==> src/rtl/arb_pkg.sv <==
// Shared types and helpers for the round-robin arbiter.
//   state_t          : arbiter FSM state (IDLE, GRANT)
//   depth_len()      : requester-index width for a given requester count
//   MAX_HOLD_DEFAULT : default grant timeout in cycles
package arb_pkg;

  typedef enum logic {
    IDLE  = 1'b0,
    GRANT = 1'b1
  } state_t;

  localparam int unsigned MAX_HOLD_DEFAULT = 16;

  // Index width; never narrower than one bit.
  function automatic int unsigned depth_len(input int unsigned n);
    return (n > 1) ? $clog2(n) : 1;
  endfunction

endpackage

==> src/rtl/priority_encoder.sv <==
// Priority encoder: reports the index of the lowest set bit ("first 1").
//   data        : input vector
//   first_pos_c : index of the lowest set bit (0 when data is zero)
//   found_c     : data has at least one bit set
module priority_encoder #(
  parameter int unsigned DATA_LEN  = 8,
  parameter int unsigned DEPTH_LEN = 3
) (
  input  logic [DATA_LEN-1:0]  data,
  output logic [DEPTH_LEN-1:0] first_pos_c,
  output logic                 found_c
);

  // Scan from the top down so the lowest set bit is the last one written.
  always_comb begin
    first_pos_c = '0;
    for (int i = DATA_LEN - 1; i >= 0; i--) begin
      if (data[i]) first_pos_c = DEPTH_LEN'(i);
    end
  end

  assign found_c = |data;

endmodule

==> src/rtl/rr_arbiter.sv <==
// Round-robin arbiter sharing one downstream resource between DATA_LEN
// requesters. A grant is held until done, then priority rotates to the
// requester just above the last owner; re-arbitration on release is
// back-to-back.
// Optional feature: define GRANT_TIMEOUT_EN to revoke a grant after
// MAX_HOLD cycles without done (timeout pulses for one cycle).
//   clk, rst_n : clock, asynchronous active-low reset
//   req        : request vector, bit i = requester i wants the resource
//   done       : resource finished the current owner's transaction
//   gnt_valid  : a grant is active
//   gnt_id     : index of the current owner (datapath mux select)
//   gnt_onehot : one-hot grant, zero when no grant is active
//   timeout    : one-cycle pulse when the timer revokes a grant
module rr_arbiter
  import arb_pkg::*;
#(
  parameter int unsigned DATA_LEN  = 8,
  parameter int unsigned DEPTH_LEN = depth_len(DATA_LEN)
`ifdef GRANT_TIMEOUT_EN
  ,
  parameter int unsigned MAX_HOLD  = MAX_HOLD_DEFAULT
`endif
) (
  input  logic                 clk,
  input  logic                 rst_n,
  input  logic [DATA_LEN-1:0]  req,
  input  logic                 done,
  output logic                 gnt_valid,
  output logic [DEPTH_LEN-1:0] gnt_id,
  output logic [DATA_LEN-1:0]  gnt_onehot,
  output logic                 timeout
);

  state_t               state;
  logic [DEPTH_LEN-1:0] ptr;
  logic [DEPTH_LEN-1:0] base_c;
  logic [DATA_LEN-1:0]  masked_c;
  logic [DATA_LEN-1:0]  sel_c;
  logic [DEPTH_LEN-1:0] win_c;
  logic                 win_valid_c;
  logic                 release_c;

  // Priority base: in GRANT the only use is re-arbitration on release, which
  // must already see the rotated pointer (owner + 1, wrapping naturally).
  always_comb begin
    base_c   = (state == GRANT) ? (gnt_id + DEPTH_LEN'(1)) : ptr;
    masked_c = req & ~((DATA_LEN'(1) << base_c) - DATA_LEN'(1));
    sel_c    = (masked_c != '0) ? masked_c : req;
  end

  priority_encoder #(
    .DATA_LEN  (DATA_LEN),
    .DEPTH_LEN (DEPTH_LEN)
  ) u_penc (
    .data        (sel_c),
    .first_pos_c (win_c),
    .found_c     (win_valid_c)
  );

`ifdef GRANT_TIMEOUT_EN
  localparam int unsigned HOLD_W = $clog2(MAX_HOLD) + 1;

  logic [HOLD_W-1:0] hold_cnt;
  logic              expire_c;

  // Expiry on the MAX_HOLD-th grant cycle; done in the same cycle wins.
  assign expire_c  = (state == GRANT) && (hold_cnt == HOLD_W'(MAX_HOLD - 1));
  assign release_c = (state == GRANT) && (done || expire_c);
`else
  assign release_c = (state == GRANT) && done;
  assign timeout   = 1'b0;
`endif

  // Arbiter FSM with registered grant outputs.
  always_ff @(posedge clk or negedge rst_n) begin
    if (!rst_n) begin
      state      <= IDLE;
      ptr        <= '0;
      gnt_valid  <= 1'b0;
      gnt_id     <= '0;
      gnt_onehot <= '0;
`ifdef GRANT_TIMEOUT_EN
      hold_cnt   <= '0;
      timeout    <= 1'b0;
`endif
    end else begin
`ifdef GRANT_TIMEOUT_EN
      timeout <= 1'b0;
`endif
      case (state)
        IDLE: begin
          if (win_valid_c) begin
            state      <= GRANT;
            gnt_valid  <= 1'b1;
            gnt_id     <= win_c;
            gnt_onehot <= DATA_LEN'(1) << win_c;
`ifdef GRANT_TIMEOUT_EN
            hold_cnt   <= '0;
`endif
          end
        end
        GRANT: begin
          if (release_c) begin
            ptr <= gnt_id + DEPTH_LEN'(1);
`ifdef GRANT_TIMEOUT_EN
            timeout <= expire_c && !done;
`endif
            if (win_valid_c) begin
              gnt_id     <= win_c;
              gnt_onehot <= DATA_LEN'(1) << win_c;
`ifdef GRANT_TIMEOUT_EN
              hold_cnt   <= '0;
`endif
            end else begin
              state      <= IDLE;
              gnt_valid  <= 1'b0;
              gnt_onehot <= '0;
            end
          end else begin
`ifdef GRANT_TIMEOUT_EN
            hold_cnt <= hold_cnt + HOLD_W'(1);
`endif
          end
        end
        default: state <= IDLE;
      endcase
    end
  end

endmodule

==> config.mk <==
export PLATFORM = sky130hd
export DESIGN_NAME = rr_arbiter
export DESIGN_NICKNAME = d
export VERILOG_FILES = /design/src/rtl/arb_pkg.sv /design/src/rtl/priority_encoder.sv /design/src/rtl/rr_arbiter.sv
export SDC_FILE = /design/constraint.sdc
export NUM_CORES = 1
export LEC_CHECK = 0
export BUFFER_PORTS_ARGS = -buffer_cell sky130_fd_sc_hd__buf_2
export CORE_ASPECT_RATIO = 0.8
export CORE_MARGIN = 8
export CORE_UTILIZATION = 57
export CTS_BUF_LIST = sky130_fd_sc_hd__clkbuf_4 sky130_fd_sc_hd__clkbuf_8
export DETAILED_ROUTE_END_ITERATION = 10
export GPL_TIMING_DRIVEN = 0
export PLACE_DENSITY_LB_ADDON = 0.1
export SYNTH_ARGS = -nofsm -noshare
export SYNTH_HDL_FRONTEND = slang
export SYNTH_SLANG_ARGS = --single-unit
==> constraint.sdc <==
create_clock -name clk -period 4.6 [get_ports clk]
set_clock_uncertainty 0.15 [all_clocks]
set_input_delay 0.46 -clock clk [delete_from_list [all_inputs] [get_ports clk]]
set_output_delay 0.46 -clock clk [all_outputs]
set_load 0.005 [all_outputs]
==> impl_metrics.prom <==
# TYPE chip_impl_metric gauge
chip_impl_metric{name="drive_above_1_share",unit=""} 0.285
chip_impl_metric{name="report.final.hold_viol_count",unit=""} 0
chip_impl_metric{name="clkSlewWorstSetupHoldPaths",unit="ns"} 0.10
chip_impl_info{name="critPathSlowestCell",value="dfrtp_1"} 1
chip_impl_metric{name="yosys.cell_types.count",unit=""} 60
chip_impl_metric{name="drtAntennaViolNets",unit=""} 0
chip_impl_metric{name="grt_antenna_before_repair",unit=""} 0
chip_impl_metric{name="post-dp-hpwl",unit="um"} 2520
chip_impl_metric{name="detailedRoute.firstIterationViolations",unit=""} 109
chip_impl_info{name="result_of_the_run",value="completed"} 1
chip_impl_info{name="ys_top_cells_by_area",value="dfrtp_1 31%, a32o_1 4.7%, nand2_1 4.1%"} 1
chip_impl_metric{name="initial_core_util",unit=""} 0.598
chip_impl_metric{name="post_cts_buffers",unit=""} 0
chip_impl_metric{name="dr_wl_met2",unit="um"} 1400
chip_impl_metric{name="worstMarginPinSlew",unit="ns"} 0.614
chip_impl_info{name="worst_hold_startpoint",value="req[1]"} 1
chip_impl_metric{name="crit_required",unit="ns"} 4.68
chip_impl_metric{name="core_region_area",unit="um2"} 2140
chip_impl_metric{name="fillers",unit=""} 173
chip_impl_info{name="worstReg2RegStart",value="gnt_id[0]"} 1
chip_impl_metric{name="grt_start_max_net_pins",unit=""} 17
chip_impl_info{name="worst_setup_path_category",value="flip-flop to flip-flop"} 1
chip_impl_metric{name="asyncSetResetFlopFracSynth",unit=""} 1.00
chip_impl_info{name="hold_path.class",value="primary input to flip-flop"} 1
chip_impl_metric{name="layout_setup_ws",unit="ns"} 0.466
chip_impl_metric{name="drt_wl_total",unit="um"} 3210
chip_impl_metric{name="ff2ff_setup_slack",unit="ns"} 0.47
chip_impl_metric{name="synth_enable_flop_cells",unit=""} 0
chip_impl_metric{name="fin_tns_setup",unit="ns"} 0
chip_impl_metric{name="synth.yosys.warnings",unit=""} 0
chip_impl_metric{name="num_io_pins",unit=""} 24
chip_impl_metric{name="critical-path-max-stage-delay",unit="ns"} 0.48
chip_impl_info{name="worstPathCellList",value="ha_1, xnor2_2, a21o_1, buf_4, and2_1, inv_1, ha_1, and3_1, o211ai_1, nor4b_4, nand2_1, a2bb2oi_4, nor3b_4, a41o_4, a22o_1"} 1
chip_impl_metric{name="globalRouteOverflowTotal",unit=""} 0
chip_impl_metric{name="numClockSinks",unit=""} 16
chip_impl_metric{name="final_net_count",unit=""} 172
chip_impl_metric{name="synth-seq-area-share",unit=""} 0.313
chip_impl_metric{name="maxCapViolCount",unit=""} 0
chip_impl_metric{name="die_area",unit="um2"} 4020
chip_impl_metric{name="drc",unit=""} 0
chip_impl_info{name="timing.rr.end",value="gnt_onehot[0]"} 1
chip_impl_metric{name="die_width",unit="um"} 69.0
chip_impl_metric{name="postSynthAreaPerCell",unit="um2"} 9.76
chip_impl_info{name="synth_top_area_cell",value="dfrtp_1"} 1
chip_impl_metric{name="placed_area",unit="um2"} 1420
chip_impl_metric{name="viasPerCell",unit=""} 6.50
chip_impl_metric{name="critPathMaxFanout",unit=""} 9
chip_impl_info{name="worstSetupEndpointType",value="flip-flop"} 1
chip_impl_info{name="cts_root_buffer",value="clkbuf_4"} 1
chip_impl_metric{name="flop_and_latch_count_out_of_synthesis",unit=""} 16
chip_impl_metric{name="detailroute.via_count",unit=""} 1190
chip_impl_metric{name="synthDominantCellAreaShare",unit=""} 0.313
chip_impl_metric{name="vias_in_the_first_global_route",unit=""} 1116
chip_impl_metric{name="cts-root-to-sink-buffers",unit=""} 2
chip_impl_metric{name="numCtsBuffers",unit=""} 3
chip_impl_metric{name="share_of_the_clock_period_used_by_the_worst_path",unit=""} 0.899
chip_impl_info{name="rsz0062_at_grt",value="no"} 1
chip_impl_metric{name="syn-cell-area",unit="um2"} 1280
chip_impl_metric{name="hold_fix_buffers_cts",unit=""} 1
chip_impl_info{name="synth.most_common_cell",value="dfrtp_1"} 1
chip_impl_info{name="startpoint_type",value="flip-flop"} 1
chip_impl_metric{name="worst_slew_margin_relative_to_its_limit",unit=""} 0.589
chip_impl_metric{name="htreeDepth",unit=""} 1
chip_impl_metric{name="detailedRoute.firstPassIterationCount",unit=""} 4
chip_impl_metric{name="final_cell_area",unit="um2"} 1470
chip_impl_info{name="routed.top_layer",value="met4"} 1
chip_impl_metric{name="arrival",unit="ns"} 4.21
chip_impl_metric{name="avgRoutedWirePerCell",unit="um"} 17.5
chip_impl_metric{name="maxSlewViolCount",unit=""} 0
chip_impl_metric{name="place_worst_setup_slack",unit="ns"} 0.529
chip_impl_info{name="critPathCapture",value="gnt_onehot[0]"} 1
chip_impl_info{name="cts_tree",value="done"} 1
chip_impl_metric{name="ff2ff_path_depth",unit=""} 15
chip_impl_info{name="cp_common_cell",value="ha_1"} 1
chip_impl_metric{name="placementRows",unit=""} 15
chip_impl_metric{name="grtUsageTotal",unit=""} 0.161
chip_impl_info{name="critical_path_source",value="gnt_id[0]"} 1
chip_impl_info{name="ys_dominant_reg_cell",value="dfrtp_1"} 1
chip_impl_metric{name="report.final.setup_viol",unit=""} 0
chip_impl_metric{name="grt_first_pass_wirelength",unit="um"} 5190
chip_impl_metric{name="insertion_delay",unit="ns"} 0.30
chip_impl_metric{name="clock.fmax",unit="MHz"} 242
chip_impl_metric{name="port_buffers",unit=""} 22
chip_impl_metric{name="route.layer.met1.wl",unit="um"} 1570
chip_impl_metric{name="flow.area_growth_from_synthesis",unit="%"} 14.7
chip_impl_metric{name="synth_cells",unit=""} 131
chip_impl_metric{name="final_critical_delay_including_setup_and_external_delays",unit="ns"} 4.13
chip_impl_metric{name="die_height",unit="um"} 58.4
chip_impl_metric{name="synthesis.nets",unit=""} 144
chip_impl_metric{name="postCtsResizedCells",unit=""} 0
chip_impl_info{name="synth_common_cells",value="16 x dfrtp_1, 14 x nand2_1, 9 x inv_1"} 1
chip_impl_metric{name="wl_met3",unit="um"} 219
chip_impl_metric{name="place_congestion",unit=""} 0.923
chip_impl_metric{name="diodes_inserted",unit=""} 0
stage by stage:
step	std cells	hold slack, ns	utilization
final	183	0.335	0.685
after global placement	178	0.237	0.664
after CTS	183	0.327	0.685
after detailed placement	178	0.247	0.664
after floorplan	131	0.0144	-
after global routing	183	0.340	0.685
worst max-delay path, delay by kind of cell, from the launching register on:
family	cells	cell delay [ns]
simple gates	5	1.34
fa+ha+maj	2	0.54
compound gates	5	0.96
buf+inv	2	0.21
xor+xnor	1	0.37
flops	1	0.48
final cells by class:
type / count / area, um2 / share of cell area
plain buffers: 4 / 33.8 / 0.0230
clock buffers: 4 / 36.3 / 0.0247
inverters: 9 / 33.8 / 0.0230
multi-input cells: 102 / 811 / 0.553
flip-flops and latches: 16 / 400 / 0.273
well taps: 25 / 31.3 / 0.0213
repair buffers: 23 / 120 / 0.0819
registers in the layout (all words and copies together) (netlist names):
name        count
gnt_onehot      8
ptr             3
state           1
gnt_valid       1
gnt_id          3
kinds of logic (layout without fill, tap and decap cells):
family,after synthesis,count (layout),share of synthesized area
DFF,16,16,0.313
adders and majority gates,2,2,0.0196
buffers and inverters,13,40,0.0528
other,1,1,0.00293
and+or+nand+nor,42,42,0.211
xor gates and xnor gates,1,1,0.0127
AOI/OAI and AO/OA,52,52,0.351
muxes,4,4,0.0362
metal layers:
metal | vias up | global-route usage
li1 | 568 | -
met1 | 572 | 0.238
met2 | 46 | 0.224
met3 | 4 | 0.0436
met4 | 0 | 0.0343
met5 | - | 0
worst min path at each step:
stage,to,cells past startpoint
floorplan,gnt_id[0],0
global placement,ptr[0],1
detailed placement,ptr[1],1
CTS,gnt_onehot[1],3
global route,gnt_onehot[1],3
finish,gnt_onehot[1],3
cell usage in the layout, fill, tap and decap left out, types with 2 or more instances in the layout:
cell / instances
and3_1: 2
o21ai_1: 5
inv_1: 9
nor4_1: 3
clkbuf_4: 3
o32ai_1: 3
o21ai_0: 4
ha_1: 2
mux2i_1: 2
o21bai_1: 2
nand2_1: 14
a21oi_1: 4
a22o_1: 3
buf_2: 22
dfrtp_1: 16
o21a_1: 3
a21o_1: 2
buf_4: 3
nand2b_1: 2
nor2_1: 5
a32o_1: 6
Power is not shown: default switching activity piles up to over one toggle a cycle in this logic, so the estimate is an artifact.
